==> src/rtl/spd_slew_lmtr_pkg.sv <==
// Shared types and default constants for the segway drive path.
// spd_t is tied to the default width; instances with another SPD_W use their own vectors.
package segway_pkg;

  localparam int unsigned SPD_W_DEF   = 12;
  localparam int unsigned STEP_DEF    = 64;
  localparam int unsigned MAX_SPD_DEF = 1900;

  typedef logic signed [SPD_W_DEF-1:0] spd_t;

  typedef enum logic [1:0] {
    OFF   = 2'd0,
    RUN   = 2'd1,
    FAULT = 2'd2
  } slew_state_t;

endpackage

==> src/rtl/spd_slew_lmtr_if.sv <==
// Command/speed bundle between the balance controller, the slew limiter and mtr_drv.
interface spd_slew_lmtr_if
  import segway_pkg::*;
#(
  parameter int unsigned SPD_W = SPD_W_DEF
);
  logic                    pwr_up;
  logic                    cmd_vld;
  logic signed [SPD_W-1:0] lft_cmd;
  logic signed [SPD_W-1:0] rght_cmd;
  logic                    PWM_synch;
  logic                    OVR_I_shtdwn;
  logic signed [SPD_W-1:0] lft_spd;
  logic signed [SPD_W-1:0] rght_spd;
  logic                    at_tgt;
  logic                    fault;

  modport master (
    output pwr_up, cmd_vld, lft_cmd, rght_cmd, PWM_synch, OVR_I_shtdwn,
    input  lft_spd, rght_spd, at_tgt, fault
  );

  modport slave (
    input  pwr_up, cmd_vld, lft_cmd, rght_cmd, PWM_synch, OVR_I_shtdwn,
    output lft_spd, rght_spd, at_tgt, fault
  );
endinterface

==> src/rtl/spd_slew_lmtr_slew_step.sv <==
// One slew step for one side: move spd toward tgt by at most step, never overshooting.
module slew_step #(
  parameter int unsigned SPD_W = 12
) (
  input  logic signed [SPD_W-1:0] spd,
  input  logic signed [SPD_W-1:0] tgt,
  input  logic        [SPD_W-1:0] step,
  output logic signed [SPD_W-1:0] nxt
);

  logic signed [SPD_W:0] diff;
  logic        [SPD_W:0] mag;

  // Difference is taken one bit wider so full-range operands cannot wrap.
  always_comb begin
    diff = {tgt[SPD_W-1], tgt} - {spd[SPD_W-1], spd};
    mag  = diff[SPD_W] ? $unsigned(-diff) : $unsigned(diff);
    if (mag <= {1'b0, step}) begin
      nxt = tgt;
    end else if (diff[SPD_W]) begin
      nxt = spd - $signed(step);
    end else begin
      nxt = spd + $signed(step);
    end
  end

endmodule

==> src/rtl/spd_slew_lmtr.sv <==
// Speed slew limiter: clamps wheel speed targets and ramps the mtr_drv speed words toward them
// once per PWM period, with a latched over-current shutdown.
module spd_slew_lmtr
  import segway_pkg::*;
#(
  parameter int unsigned SPD_W   = SPD_W_DEF,
  parameter int unsigned STEP    = STEP_DEF,
  parameter int unsigned MAX_SPD = MAX_SPD_DEF
) (
  input logic           clk,
  input logic           rst_n,
  spd_slew_lmtr_if.slave bus
);

  localparam logic signed [SPD_W-1:0] SpdMax = SPD_W'(MAX_SPD);
  localparam logic signed [SPD_W-1:0] SpdMin = -SpdMax;
  localparam logic        [SPD_W-1:0] StepW  = SPD_W'(STEP);

  if (STEP < 1 || STEP > MAX_SPD || MAX_SPD >= (1 << (SPD_W - 1))) begin : g_param_chk
    $error("spd_slew_lmtr: STEP must be 1..MAX_SPD and MAX_SPD < 2^(SPD_W-1)");
  end

  function automatic logic signed [SPD_W-1:0] clamp(input logic signed [SPD_W-1:0] v);
    if (v > SpdMax) return SpdMax;
    if (v < SpdMin) return SpdMin;
    return v;
  endfunction

  slew_state_t             state_q, state_d;
  logic signed [SPD_W-1:0] lft_tgt_q, lft_tgt_d;
  logic signed [SPD_W-1:0] rght_tgt_q, rght_tgt_d;
  logic signed [SPD_W-1:0] lft_spd_q, lft_spd_d;
  logic signed [SPD_W-1:0] rght_spd_q, rght_spd_d;
  logic                    at_tgt_q, at_tgt_d;
  logic                    fault_q, fault_d;
  logic signed [SPD_W-1:0] lft_nxt, rght_nxt;

  // Steps always use the registered target, so a coincident cmd_vld lands one period later.
  slew_step #(
    .SPD_W (SPD_W)
  ) u_step_lft (
    .spd  (lft_spd_q),
    .tgt  (lft_tgt_q),
    .step (StepW),
    .nxt  (lft_nxt)
  );

  slew_step #(
    .SPD_W (SPD_W)
  ) u_step_rght (
    .spd  (rght_spd_q),
    .tgt  (rght_tgt_q),
    .step (StepW),
    .nxt  (rght_nxt)
  );

  always_comb begin
    state_d    = state_q;
    lft_tgt_d  = lft_tgt_q;
    rght_tgt_d = rght_tgt_q;
    lft_spd_d  = lft_spd_q;
    rght_spd_d = rght_spd_q;
    fault_d    = fault_q;

    if (bus.OVR_I_shtdwn && state_q != FAULT) begin
      // Shutdown outranks everything else this cycle; the outputs are zeroed on the next edge.
      state_d = FAULT;
    end else begin
      case (state_q)
        OFF: begin
          lft_tgt_d  = '0;
          rght_tgt_d = '0;
          if (bus.pwr_up) state_d = RUN;
          if (bus.PWM_synch) begin
            lft_spd_d  = lft_nxt;
            rght_spd_d = rght_nxt;
          end
        end
        RUN: begin
          if (!bus.pwr_up) begin
            state_d    = OFF;
            lft_tgt_d  = '0;
            rght_tgt_d = '0;
          end else if (bus.cmd_vld) begin
            lft_tgt_d  = clamp(bus.lft_cmd);
            rght_tgt_d = clamp(bus.rght_cmd);
          end
          if (bus.PWM_synch) begin
            lft_spd_d  = lft_nxt;
            rght_spd_d = rght_nxt;
          end
        end
        FAULT: begin
          lft_tgt_d  = '0;
          rght_tgt_d = '0;
          lft_spd_d  = '0;
          rght_spd_d = '0;
          fault_d    = 1'b1;
        end
        default: begin
          state_d = OFF;
        end
      endcase
    end

    at_tgt_d = (lft_spd_d == lft_tgt_d) && (rght_spd_d == rght_tgt_d);
  end

  always_ff @(posedge clk) begin
    if (!rst_n) begin
      state_q    <= OFF;
      lft_tgt_q  <= '0;
      rght_tgt_q <= '0;
      lft_spd_q  <= '0;
      rght_spd_q <= '0;
      at_tgt_q   <= 1'b1;
      fault_q    <= 1'b0;
    end else begin
      state_q    <= state_d;
      lft_tgt_q  <= lft_tgt_d;
      rght_tgt_q <= rght_tgt_d;
      lft_spd_q  <= lft_spd_d;
      rght_spd_q <= rght_spd_d;
      at_tgt_q   <= at_tgt_d;
      fault_q    <= fault_d;
    end
  end

  assign bus.lft_spd  = lft_spd_q;
  assign bus.rght_spd = rght_spd_q;
  assign bus.at_tgt   = at_tgt_q;
  assign bus.fault    = fault_q;

endmodule

==> src/flat_wrapper.sv <==
// flat-port wrapper written by rule: the top's interface ports become plain ports
module spd_slew_lmtr_flat import segway_pkg::*;
#(
  parameter int unsigned SPD_W   = SPD_W_DEF,
  parameter int unsigned STEP    = STEP_DEF,
  parameter int unsigned MAX_SPD = MAX_SPD_DEF
)
  (clk, rst_n, bus_pwr_up, bus_cmd_vld, bus_lft_cmd, bus_rght_cmd, bus_PWM_synch, bus_OVR_I_shtdwn, bus_lft_spd, bus_rght_spd, bus_at_tgt, bus_fault);
  spd_slew_lmtr_if #(.SPD_W(SPD_W)) bus_i ();
  input logic clk;
  input logic rst_n;
  input wire logic [$bits(bus_i.pwr_up)-1:0] bus_pwr_up;
  input wire logic [$bits(bus_i.cmd_vld)-1:0] bus_cmd_vld;
  input wire logic [$bits(bus_i.lft_cmd)-1:0] bus_lft_cmd;
  input wire logic [$bits(bus_i.rght_cmd)-1:0] bus_rght_cmd;
  input wire logic [$bits(bus_i.PWM_synch)-1:0] bus_PWM_synch;
  input wire logic [$bits(bus_i.OVR_I_shtdwn)-1:0] bus_OVR_I_shtdwn;
  output wire logic [$bits(bus_i.lft_spd)-1:0] bus_lft_spd;
  output wire logic [$bits(bus_i.rght_spd)-1:0] bus_rght_spd;
  output wire logic [$bits(bus_i.at_tgt)-1:0] bus_at_tgt;
  output wire logic [$bits(bus_i.fault)-1:0] bus_fault;
  assign bus_i.pwr_up = bus_pwr_up;
  assign bus_i.cmd_vld = bus_cmd_vld;
  assign bus_i.lft_cmd = bus_lft_cmd;
  assign bus_i.rght_cmd = bus_rght_cmd;
  assign bus_i.PWM_synch = bus_PWM_synch;
  assign bus_i.OVR_I_shtdwn = bus_OVR_I_shtdwn;
  assign bus_lft_spd = bus_i.lft_spd;
  assign bus_rght_spd = bus_i.rght_spd;
  assign bus_at_tgt = bus_i.at_tgt;
  assign bus_fault = bus_i.fault;
  spd_slew_lmtr #(.SPD_W(SPD_W), .STEP(STEP), .MAX_SPD(MAX_SPD)) u_core (.clk(clk), .rst_n(rst_n), .bus(bus_i));
endmodule
==> config.mk <==
export PLATFORM = sky130hd
export DESIGN_NAME = spd_slew_lmtr_flat
export DESIGN_NICKNAME = d
export VERILOG_FILES = /design/src/rtl/spd_slew_lmtr_pkg.sv /design/src/rtl/spd_slew_lmtr_if.sv /design/src/rtl/spd_slew_lmtr_slew_step.sv /design/src/rtl/spd_slew_lmtr.sv /design/src/flat_wrapper.sv
export SDC_FILE = /design/constraint.sdc
export NUM_CORES = 1
export LEC_CHECK = 0
export CAP_MARGIN = 20
export CORE_UTILIZATION = 59
export CTS_CLUSTER_DIAMETER = 100
export DETAILED_ROUTE_END_ITERATION = 8
export PLACE_DENSITY = 0.89
export SYNTH_ARGS = -nofsm -noshare
export SYNTH_HDL_FRONTEND = slang
export SYNTH_SLANG_ARGS = --single-unit
==> constraint.sdc <==
create_clock -name clk -period 5.74 [get_ports clk]
set_clock_uncertainty 0.05 [all_clocks]
set_input_delay 1.148 -clock clk [delete_from_list [all_inputs] [get_ports clk]]
set_output_delay 1.148 -clock clk [all_outputs]
set_load 0.02 [all_outputs]
==> impl_metrics.ini <==
[sta]
timing.setup.tns_ns = 0
hold_slack_ns = 0.4553
max_freq_mhz = 186.8
setup_viol = 0
tightest_slew_ns = 1.105
hold_viol = 0
max_slew_margin_pct = 26.26
drv_slew = 0
rsz0062_at_grt = no
fin_crit_sh_pct = 93.28
min_period_ns = 5.354

[yosys]
ys_top_cells_by_area = dfxtp_1 18%, ha_1 7.7%, a21oi_1 5.6%
synth-seq-cells = 52
synth_top_area_share_pct = 17.81
yosys.area.top_type = dfxtp_1
syn-cell-area_um2 = 5846
synth_edf_count = 0
syn_nets = 833
postSynthAreaPerCell_um2 = 7.661
synthArstFlopShare_pct = 0
seq_area_frac_synth_pct = 17.81
ys_warn_count = 0
synth_top_flop_cell = dfxtp_1
netlist_instances = 763
synthDistinctLibCells = 99

[grt]
top_usage_layer = met2
grt_max_degree = 33
grt_overflow = 0
grt_pass1_wl_mm = 29.15
gr-usage-met2_pct = 53.38
grt_usage_pct = 35.12
grt_pass1_vias = 5781
antenna_found_initial = 0
grt_util_met1_pct = 52.85
grtUsageMet3_pct = 5.383

[critical_path]
cp-start-kind = flip-flop
crit_path_max_incr_delay_ns = 0.55
arrival_ns = 5.53
worstPathRequired_ns = 5.92
cp-end-kind = flip-flop
worst_path_max_delay_cell = or4_1
crit_type = flip-flop to flip-flop
path_max_fanout = 10
worstPathCellList = inv_1, ha_1, fa_1, nand2b_1, a21oi_1, o311a_1, o211a_1, nand3_1, mux2_2, a31oi_1, or3_1, mux2i_1, a22oi_1, nand4b_1, or4_1, o41ai_2

[clock_network]
cts_buffer_depth = 2
clk_pin_slew_worst_paths_ns = 0.11
cts_resized = 0
numCtsBuffers = 5
numClockSinks = 52
cts_hold_buf = 0
clock_tree.root_cell = clkbuf_8
cts_tree = built
insertion_delay_ns = 0.31
htreeDepth = 2
cts_setup_buffers = 0

[finish]
drive_gt1_share_pct = 7.134
seq_area_um2 = 1041
fill_cells = 797
antenna_cells = 0
area_delta_synth_final_pct = 11.77
layout_common_cells = 69 x nor2_1, 65 x a21oi_1, 56 x inv_1
final_nets = 868
multiInputGateArea_um2 = 4437
fin_cells = 928
final_common_cell = nor2_1
final_util_pct = 69.40

[power_and_ir_drop]
power_w = 0.001387
power_density_nw_per_um2 = 212.3
p_leak_nw = 2.684
ir_drop_uv = 130.3

[die]
core_um2 = 9415
chipWidth_um = 101.5
rows = 35
die_y_um = 101.5
ios = 56
dieArea_um2 = 10310
initial_core_util_pct = 62.09

[drt]
vias_per_cell = 6.811
drt-initial-drc-count = 577
wl_mm = 17.79
drcViolationCount = 0
num_vias = 6321
wire_per_inst_um = 19.17
drt_first_pass_iters = 7
ant_nets = 0

[placement]
portBuffers = 55
place_congestion = 0.9472
dp.cells = 920
dp_hpwl_mm = 13.98

[status]
status = finished, final reports clean

[job]
maxCapViolations = 0

[hold_path]
hold_class = flip-flop to flip-flop
area by class of cell:
cell class                      instances  area share (%)
Multi-Input combinational cell        622           67.91
Sequential cell                        52           15.93
Timing Repair Buffer                   60           9.000
Inverter                               57           3.313
Tap cell                              129           2.470
Clock buffer                            6           1.111
Clock inverter                          2          0.2681
per-stage QoR:
step | setup WS [ns] | instance area (um^2)
2_1_floorplan | 1.099 | 5846
3_3_place_gp | 0.4297 | 6444
3_5_place_dp | 0.3233 | 6444
4_1_cts | 0.4919 | 6534
5_1_grt | 0.1244 | 6534
6_report | 0.3858 | 6534
where the power goes:
part / leakage, nW / switching (W) / internal, W
clock: 0.0462 / 0.000136 / 0.0000898
sequential: 0.421 / 0.0000142 / 0.000371
combinational: 2.22 / 0.000472 / 0.000305
total: 2.68 / 0.000622 / 0.000765
synth_stat cells, drive strengths merged, types with 14 or more instances:
cell type and count:
clkbuf 19, dfxtp 52, o21ai 40, nor3 14, xor2 17, nor2 70, and2 25, nand2b 14
nand2 54, inv 57, nand3 14, ha 36, xnor2 16, a21oi 67
worst paths after layout:
kind	from	end	slack (ns)	cells past startpoint
worst max-delay path	u_core.rght_tgt_q[0]	u_core.bus.at_tgt	0.39	16
worst min-delay path	u_core.bus.fault	u_core.bus.fault	0.46	2
worst min register to register	u_core.bus.fault	u_core.bus.fault	0.46	2
worst max register to register	u_core.rght_tgt_q[0]	u_core.bus.at_tgt	0.39	16
sequential cells by signal (all words and copies together), names as in the netlist:
register,count
u_core.lft_tgt_q,12
u_core.state_q,2
u_core.bus.rght_spd,12
u_core.bus.lft_spd,12
u_core.bus.at_tgt,1
u_core.rght_tgt_q,12
u_core.bus.fault,1
kinds of logic after synthesis:
group | Yosys count | synth area share [%]
AOI/OAI and AO/OA | 276 | 36.11
and+or+nand+nor | 260 | 23.46
buffers and inverters | 89 | 6.293
DFF | 52 | 17.81
adders and majority gates | 40 | 9.075
xor gates and xnor gates | 33 | 4.944
muxes | 13 | 2.312
critical path: cells and delay by family (launching register included):
family / cells / cell delay (ns)
fa+ha+maj: 2 / 0.59
buf+inv: 1 / 0.06
compound gates: 6 / 2.14
flops: 1 / 0.38
mux: 2 / 0.48
simple gates: 5 / 1.57
metal layers:
layer | part of all wire (%) | up-vias
li1 | - | 2933
met1 | 45 | 2962
met4 | 1.5 | 0
met5 | 0 | -
met2 | 42 | 389
met3 | 11 | 37
Power figures use the tool's default switching activity.
